--- src/rtl/can_clic_pipe.sv ---
// Pipelined priority interrupt controller: registered pending, registered winner, claim/complete.
// Define CAN_CLIC_EDGE_EN to compile in per-source rising-edge triggering.
module can_clic_pipe #(
    parameter int N_SRC  = 8,
    parameter int PRIO_W = 3,
    parameter int IDX_W  = $clog2(N_SRC)
) (
    input  logic              clk,
    input  logic              reset,
    input  logic [N_SRC-1:0]  irq_i,
    input  logic              cfg_we,
    input  logic [IDX_W-1:0]  cfg_idx,
    input  logic              cfg_enable,
    input  logic [PRIO_W-1:0] cfg_prio,
    input  logic              cfg_edge,
    input  logic [PRIO_W-1:0] threshold_i,
    output logic              irq_valid_o,
    output logic [IDX_W-1:0]  irq_index_o,
    output logic [PRIO_W-1:0] irq_prio_o,
    input  logic              claim_i,
    input  logic              complete_i,
    output logic              active_o,
    output logic [PRIO_W-1:0] active_prio_o
);

    logic [N_SRC-1:0]  enable_q, enable_d;
    logic [PRIO_W-1:0] prio_q [N_SRC];
    logic [PRIO_W-1:0] prio_d [N_SRC];
    logic [N_SRC-1:0]  pending_q, pending_d;
    logic              irq_valid_q, irq_valid_d;
    logic [IDX_W-1:0]  irq_index_q, irq_index_d;
    logic [PRIO_W-1:0] irq_prio_q, irq_prio_d;
    logic              active_q, active_d;
    logic [PRIO_W-1:0] active_prio_q, active_prio_d;

    logic              cfg_ok;
    logic              claim_acc;
    logic              found;
    logic [IDX_W-1:0]  best_idx;
    logic [PRIO_W-1:0] best_prio;

`ifdef CAN_CLIC_EDGE_EN
    logic [N_SRC-1:0]  edge_q, edge_d;
    logic [N_SRC-1:0]  irq_prev_q, irq_prev_d;
`else
    logic              unused_cfg_edge;
    assign unused_cfg_edge = cfg_edge;
`endif

    assign cfg_ok    = (32'(cfg_idx) < N_SRC);
    assign claim_acc = claim_i & irq_valid_q;

    always_comb begin
        enable_d = enable_q;
        prio_d   = prio_q;
`ifdef CAN_CLIC_EDGE_EN
        edge_d   = edge_q;
`endif
        if (cfg_we && cfg_ok) begin
            enable_d[cfg_idx] = cfg_enable;
            prio_d[cfg_idx]   = cfg_prio;
`ifdef CAN_CLIC_EDGE_EN
            edge_d[cfg_idx]   = cfg_edge;
`endif
        end
    end

    // A claim only clears an edge-pending bit when no fresh edge arrives in the same cycle.
    always_comb begin
        pending_d = irq_i;
`ifdef CAN_CLIC_EDGE_EN
        irq_prev_d = irq_i;
        for (int i = 0; i < N_SRC; i++) begin
            if (edge_q[i]) begin
                pending_d[i] = (irq_i[i] & ~irq_prev_q[i]) |
                               (pending_q[i] & ~(claim_acc && (irq_index_q == IDX_W'(i))));
            end
        end
`endif
    end

    // Ascending scan with >= lets the highest index win ties.
    always_comb begin
        found     = 1'b0;
        best_idx  = '0;
        best_prio = '0;
        for (int i = 0; i < N_SRC; i++) begin
            if (pending_q[i] && enable_q[i] && (prio_q[i] > threshold_i) &&
                (prio_q[i] > active_prio_q) && (prio_q[i] >= best_prio)) begin
                found     = 1'b1;
                best_idx  = IDX_W'(i);
                best_prio = prio_q[i];
            end
        end
        irq_valid_d = found & ~claim_acc;
        irq_index_d = irq_valid_d ? best_idx : '0;
        irq_prio_d  = irq_valid_d ? best_prio : '0;
    end

    always_comb begin
        active_d      = active_q;
        active_prio_d = active_prio_q;
        if (claim_acc) begin
            active_d      = 1'b1;
            active_prio_d = irq_prio_q;
        end else if (complete_i) begin
            active_d      = 1'b0;
            active_prio_d = '0;
        end
    end

    always_ff @(posedge clk) begin
        if (reset) begin
            enable_q      <= '0;
            prio_q        <= '{default: '0};
            pending_q     <= '0;
            irq_valid_q   <= 1'b0;
            irq_index_q   <= '0;
            irq_prio_q    <= '0;
            active_q      <= 1'b0;
            active_prio_q <= '0;
`ifdef CAN_CLIC_EDGE_EN
            edge_q        <= '0;
            irq_prev_q    <= '0;
`endif
        end else begin
            enable_q      <= enable_d;
            prio_q        <= prio_d;
            pending_q     <= pending_d;
            irq_valid_q   <= irq_valid_d;
            irq_index_q   <= irq_index_d;
            irq_prio_q    <= irq_prio_d;
            active_q      <= active_d;
            active_prio_q <= active_prio_d;
`ifdef CAN_CLIC_EDGE_EN
            edge_q        <= edge_d;
            irq_prev_q    <= irq_prev_d;
`endif
        end
    end

    assign irq_valid_o   = irq_valid_q;
    assign irq_index_o   = irq_index_q;
    assign irq_prio_o    = irq_prio_q;
    assign active_o      = active_q;
    assign active_prio_o = active_prio_q;

endmodule

--- config.mk ---
export PLATFORM = sky130hd
export DESIGN_NAME = can_clic_pipe
export DESIGN_NICKNAME = d
export VERILOG_FILES = /design/src/rtl/can_clic_pipe.sv
export SDC_FILE = /design/constraint.sdc
export NUM_CORES = 1
export LEC_CHECK = 0
export ABC_AREA = 0
export ABC_CLOCK_PERIOD_IN_PS = 25000
export CAP_MARGIN = 15
export CORE_ASPECT_RATIO = 2
export CORE_MARGIN = 3
export CORE_UTILIZATION = 60
export CTS_BUF_LIST = sky130_fd_sc_hd__clkbuf_4 sky130_fd_sc_hd__clkbuf_8
export CTS_CLUSTER_DIAMETER = 50
export DETAILED_ROUTE_END_ITERATION = 16
export DONT_BUFFER_PORTS = 1
export PLACE_DENSITY = 0.75
export SLEW_MARGIN = 25
export SYNTH_ARGS = -nofsm -noshare
export SYNTH_HDL_FRONTEND = slang
export SYNTH_SLANG_ARGS = --single-unit
export TNS_END_PERCENT = 50
--- constraint.sdc ---
create_clock -name clk -period 25 [get_ports clk]
set_input_delay 5 -clock clk [delete_from_list [all_inputs] [get_ports clk]]
set_output_delay 5 -clock clk [all_outputs]
set_load 0.02 [all_outputs]
Yosys cells after proc, flatten, opt, wreduce, memory -nomap -nowiden
Index checks and enable logic that the tools add are counted.

cells by class
  add/sub/neg operators = 0
  multipliers = 0
  div/mod/pow operators = 0
  $lt $le $gt $ge = 28
  eq/ne operators = 0
  shift-type cells = 0
  mux-type cells = 33
  bitwise gates (word level) = 5
  reduce and logical (&&, ||, !) cells = 36

operator list
  cell                                                                    count
  3-bit 2-to-1 mux                                                        17
  3-bit > comparator                                                      16
  1-bit logical AND                                                       34
  24-bit bitwise mux                                                      1
  3-bit >= comparator                                                     7
  1-bit 2-to-1 mux                                                        12
  3-bit demux with 3-bit select                                           1
  8-bit bitwise mux                                                       1
  3-bit by 1-bit >= comparator with 1-bit output (second input constant)  2
  4-bit >= comparator (second input constant)                             1
  3-bit by 4-bit < comparator with 1-bit output (second input constant)   1
  4-bit by 1-bit < comparator with 1-bit output (second input constant)   1
  3-bit NOT with 4-bit output                                             1
  1-bit demux with 3-bit select                                           1
  1-bit bitwise AND                                                       2
  1-bit NOT                                                               2
  2-bit nonzero test                                                      1
  2-bit OR reduction                                                      1

word-level totals
  bits in registers = 51
  latch bits = 0
  memory bits (writable) = 0
  ROM bits = 0
  input port bits = 24
  output and inout port bits = 11
  memories kept = 0

Depth between registers and ports, before layout
  word-level depth = 29
  mapped depth = 59

Worst setup path before layout
OpenSTA, ideal clock, no wires.

  path kind = in2reg
  start = input port threshold_i[2]
  end = register irq_prio_q[0] (netlist: irq_prio_o[0])
  setup time = 0.134 ns
  arrival time = 15.734 ns
  required time = 24.866 ns
  setup slack = 9.132 ns
  cell stages on the path = 56
  path buffers = 2
  cells stage by stage = inv_1 -> ha_1 -> nand3_1 -> and4_1 -> and2_1 -> nand2_1 -> ha_1 -> nand2_1 -> o21ai_1 -> nand2_1 -> nor2_1 -> mux2_4 -> ha_1 -> nand2b_1 -> nand2_1 -> a2111oi_4 -> nor2_1 -> mux2i_1 -> (+20 left out) -> ha_1 -> nand2b_1 -> a21o_1 -> a21oi_1 -> nor4b_1 -> clkbuf_1 -> nor2_1 -> a32oi_1 -> o31ai_1 -> or2_2 -> ha_1 -> nor2b_1 -> o2111ai_1 -> nand2b_1 -> nor3_1 -> nand3_1 -> o21ai_1 -> o32ai_1

on the way
  word-level cells in the longest chain between the ends = 29

ends and longest elaborated chain
  what                                 line  RTL
  from (decl)                          16    input logic [PRIO_W-1:0] threshold_i,
  3-bit > comparator                   88    if (pending_q[i] && enable_q[i] && (prio_q[i] > threshold_i) &&
  1-bit logical AND (2 in a row)       88
  1-bit logical AND                    89    (prio_q[i] > active_prio_q) && (prio_q[i] >= best_prio)) begin
  3-bit 2-to-1 mux                     88
  3-bit >= comparator                  89
  1-bit logical AND                    89
  3-bit 2-to-1 mux                     88
  3-bit >= comparator                  89
  (+12 left out)                       --
  1-bit logical AND                    89
  3-bit 2-to-1 mux                     88
  3-bit >= comparator                  89
  1-bit logical AND                    89
  1-bit 2-to-1 mux                     88
  1-bit bitwise AND                    95    irq_valid_d = found & ~claim_acc;
  1-bit NOT (no source line)           --
  2-bit OR reduction (no source line)  --
  to (signal assigned)                 132   irq_prio_q <= irq_prio_d;
  to (decl)                            32    logic [PRIO_W-1:0] irq_prio_q, irq_prio_d;

Parallel ways exist; a longest one is shown, timed or not.
A chain may end at the register's enable or synchronous reset.

Worst setup path in the final report
  start = input port threshold_i[2]
  end = register irq_prio_q[2] (netlist: irq_prio_o[2])

Same word-level chain as after synthesis.

==> results.sh <==
export IMPL_grt_max_degree=46
export IMPL_drtIter0Drc=113
export IMPL_pin_count=35
export IMPL_synth_area_sq_um=3890
export IMPL_ys_warn_count=0
export IMPL_syn_nets=533
export IMPL_final_nets=528
export IMPL_core_region_area_sq_um=6160
export IMPL_area_delta_synth_final_pct=4.08
export IMPL_p_sw_frac=0.242
export IMPL_synth_top_area_frac=0.262
export IMPL_avgSynthCellArea_sq_um=8.77
export IMPL_start_util=0.632
export IMPL_grt_setup_unrepaired="false"
export IMPL_worstSetupPathType="in2reg"
export IMPL_tightest_slew_ps=906
export IMPL_pwr_share_seq=0.564
export IMPL_critical_path_depth=56
export IMPL_synth_distinct_cells=57
export IMPL_min_from="enable_q[1]"
export IMPL_fin_crit_ps=17160
export IMPL_drt_pass1_iter_count=6
export IMPL_cpPeakStageDelay_ps=440
export IMPL_clock_latency_ps=310
export IMPL_hold_slack_ps=500
export IMPL_p_clk_frac=0.344
export IMPL_finalCritPeriodShare=0.687
export IMPL_hold_violations=0
export IMPL_timing_rr_start="active_prio_o[2]"
export IMPL_grt_pass1_vias=3316
export IMPL_vias_per_cell=6.12
export IMPL_diodes=0
export IMPL_path_max_fanout=12
export IMPL_syn_inst=444
export IMPL_drtAntennaViolNets=0
export IMPL_skew_ps=11.8
export IMPL_cts_resized=0
export IMPL_p_per_area_nw_per_um2=36.9
export IMPL_drive_gt1_frac=0.0682
export IMPL_setup_viol=0
export IMPL_cp_top_family="compound AO/OA/AOI/OAI gates"
export IMPL_die_h_um=120
export IMPL_grt_pass1_wl_um=15900
export IMPL_p_sw_uw=36.2
export IMPL_die_x_um=63.0
export IMPL_layout_commonest_cell="ha_1"
export IMPL_top_usage_layer="met2"
export IMPL_gp_congestion=0.921
export IMPL_tritoncts_num_buffers=5
export IMPL_comb_power_share=0.092
export IMPL_tritoncts="yes"
export IMPL_port_buffers=0
export IMPL_yosysSeqAreaShare=0.262
export IMPL_post_place_ws_ps=7620
export IMPL_cp_end_kind="flop"
export IMPL_synth_async_reset_ratio=0
export IMPL_setup_tns_ps=0
export IMPL_post_drt_wl_per_cell_um=18.7
export IMPL_drc_errors=0
export IMPL_ys_ff_latch=51
export IMPL_cts_buffer_depth=2
export IMPL_vias=3209
export IMPL_hold_path_depth=2
export IMPL_slowest_stage="o2111ai_1"
export IMPL_fmax_mhz=58.3
export IMPL_most_common_layout_cells="ha_1 (65), dfxtp_1 (51), nor2_1 (42)"
export IMPL_crit_arrival_ps=17340
export IMPL_grt_use_met2=0.513
export IMPL_setup_ws_ps=7840
export IMPL_required_ps=25180
export IMPL_synth_edf_count=0
export IMPL_r2r_cells=56
export IMPL_synth_top_area_cell="dfxtp_1"
export IMPL_hold_buffers=0
export IMPL_synth_flop_cell="dfxtp_1"
export IMPL_antenna_found_initial=0
export IMPL_dieArea_sq_um=7550
export IMPL_ys_top_cells_by_area="dfxtp_1 (26%), ha_1 (21%), mux2i_1 (8.5%)"
export IMPL_outcome="completed"
export IMPL_place_hpwl_um=7190
export IMPL_drv_cap=0
export IMPL_use_met3=0.0356
export IMPL_crit_path_frequent_cell="ha_1"
export IMPL_crit_start="threshold_i[2]"
export IMPL_cts_root_buf="clkbuf_8"
export IMPL_p_leak_uw=0.00173
export IMPL_slew_viol_final=0
export IMPL_path_clk_slew_ps=100
export IMPL_gr_total_overflow=0
export IMPL_cp_start_kind="input pin"
export IMPL_htreeDepth=2
export IMPL_min_path_type="reg2reg"
export IMPL_drt_wl_total_um=9810
export IMPL_max_slew_margin_rel=0.395
export IMPL_grtUsageTotal=0.270
export IMPL_rows=40
export IMPL_path_buf_inv=4
export IMPL_peakVddDrop_mv=0.0411
export IMPL_cts_num_sinks=51
export IMPL_intPower_uw=113
export IMPL_use_met1=0.284
export IMPL_post_cts_setup_buffer_count=0
[registers in the layout (all words and copies together), names as in the netlist]
signal / count
active_o: 1
active_prio_o: 3
enable_q: 8
irq_index_o: 3
irq_prio_o: 3
irq_valid_o: 1
pending_q: 8
prio_q: 24
[through the flow]
step | cell area [sq um] | utilization | total power, uW | instances
6_report | 4050 | 0.658 | 150 | 524
5_1_grt | 4050 | 0.658 | 157 | 524
4_1_cts | 4050 | 0.658 | 151 | 524
3_5_place_dp | 3950 | 0.642 | 100 | 516
3_3_place_gp | 3950 | 0.642 | 99.1 | 516
2_1_floorplan | 3890 | - | 98.7 | 444
[logic make-up after synthesis]
| group | after synthesis | share of synthesized area |
|---|---|---|
| mux | 36 | 0.0964 |
| flops | 51 | 0.262 |
| fa+ha+maj | 65 | 0.209 |
| simple gates | 155 | 0.212 |
| compound gates | 92 | 0.175 |
| buf+inv | 45 | 0.0453 |
[layer usage]
metal | up-vias | routed length [um]
met5 | - | 0
met4 | 0 | 414
met3 | 27 | 381
met2 | 70 | 5220
met1 | 1504 | 3790
li1 | 1608 | -
[worst reg2reg max path: cells and delay by family (launching register included)]
family / cells / cell delay (ps)
flip-flops: 1 / 480
adder cells (fa/ha/maj): 8 / 2260
buffers and inverters: 4 / 770
multiplexers: 4 / 1380
AND/OR/NAND/NOR: 22 / 3400
AO/OA/AOI/OAI: 18 / 4600
[Yosys cell counts (4+ instances only)]
library cell / n
a211oi_1: 5
a21o_1: 9
a21oi_1: 25
and2_1: 4
clkbuf_1: 13
dfxtp_1: 51
ha_1: 65
inv_1: 31
mux2i_1: 33
nand2_1: 16
nand2b_1: 11
nand3_1: 24
nand3b_1: 8
nand4_1: 4
nor2_1: 42
nor2b_1: 17
nor3_1: 7
o211ai_1: 6
o21a_1: 4
o21ai_0: 7
o21ai_1: 4
o32ai_1: 4
or2_2: 6
[layout make-up]
| cell class | instances | area, sq um |
|---|---|---|
| Clock buffer | 7 | 90.1 |
| Tap cell | 84 | 105 |
| Sequential cell | 51 | 1020 |
| Timing Repair Buffer | 2 | 15.0 |
| Fill cell | 566 | 2100 |
| Inverter | 31 | 116 |
| Multi-Input combinational cell | 348 | 2700 |
| Clock inverter | 1 | 8.76 |
[final timing paths]
path | end | slack (ps)
worst min-delay path | enable_q[1] | 500
worst min register to register | enable_q[1] | 500
worst max register to register | irq_prio_o[2] | 11990
worst max-delay path | irq_prio_o[2] | 7840
[power by group through the flow]
stage | registers [uW] | clock network (uW) | logic (uW)
finish | 84.4 | 51.4 | 13.7
global route | 84.6 | 56.2 | 15.8
CTS | 84.4 | 53.2 | 13.8
detailed placement | 86.3 | 0 | 13.7
global placement | 86.2 | 0 | 12.9
floorplan | 85.8 | 0 | 12.9
No activity file was read; power rests on OpenSTA's default activity.
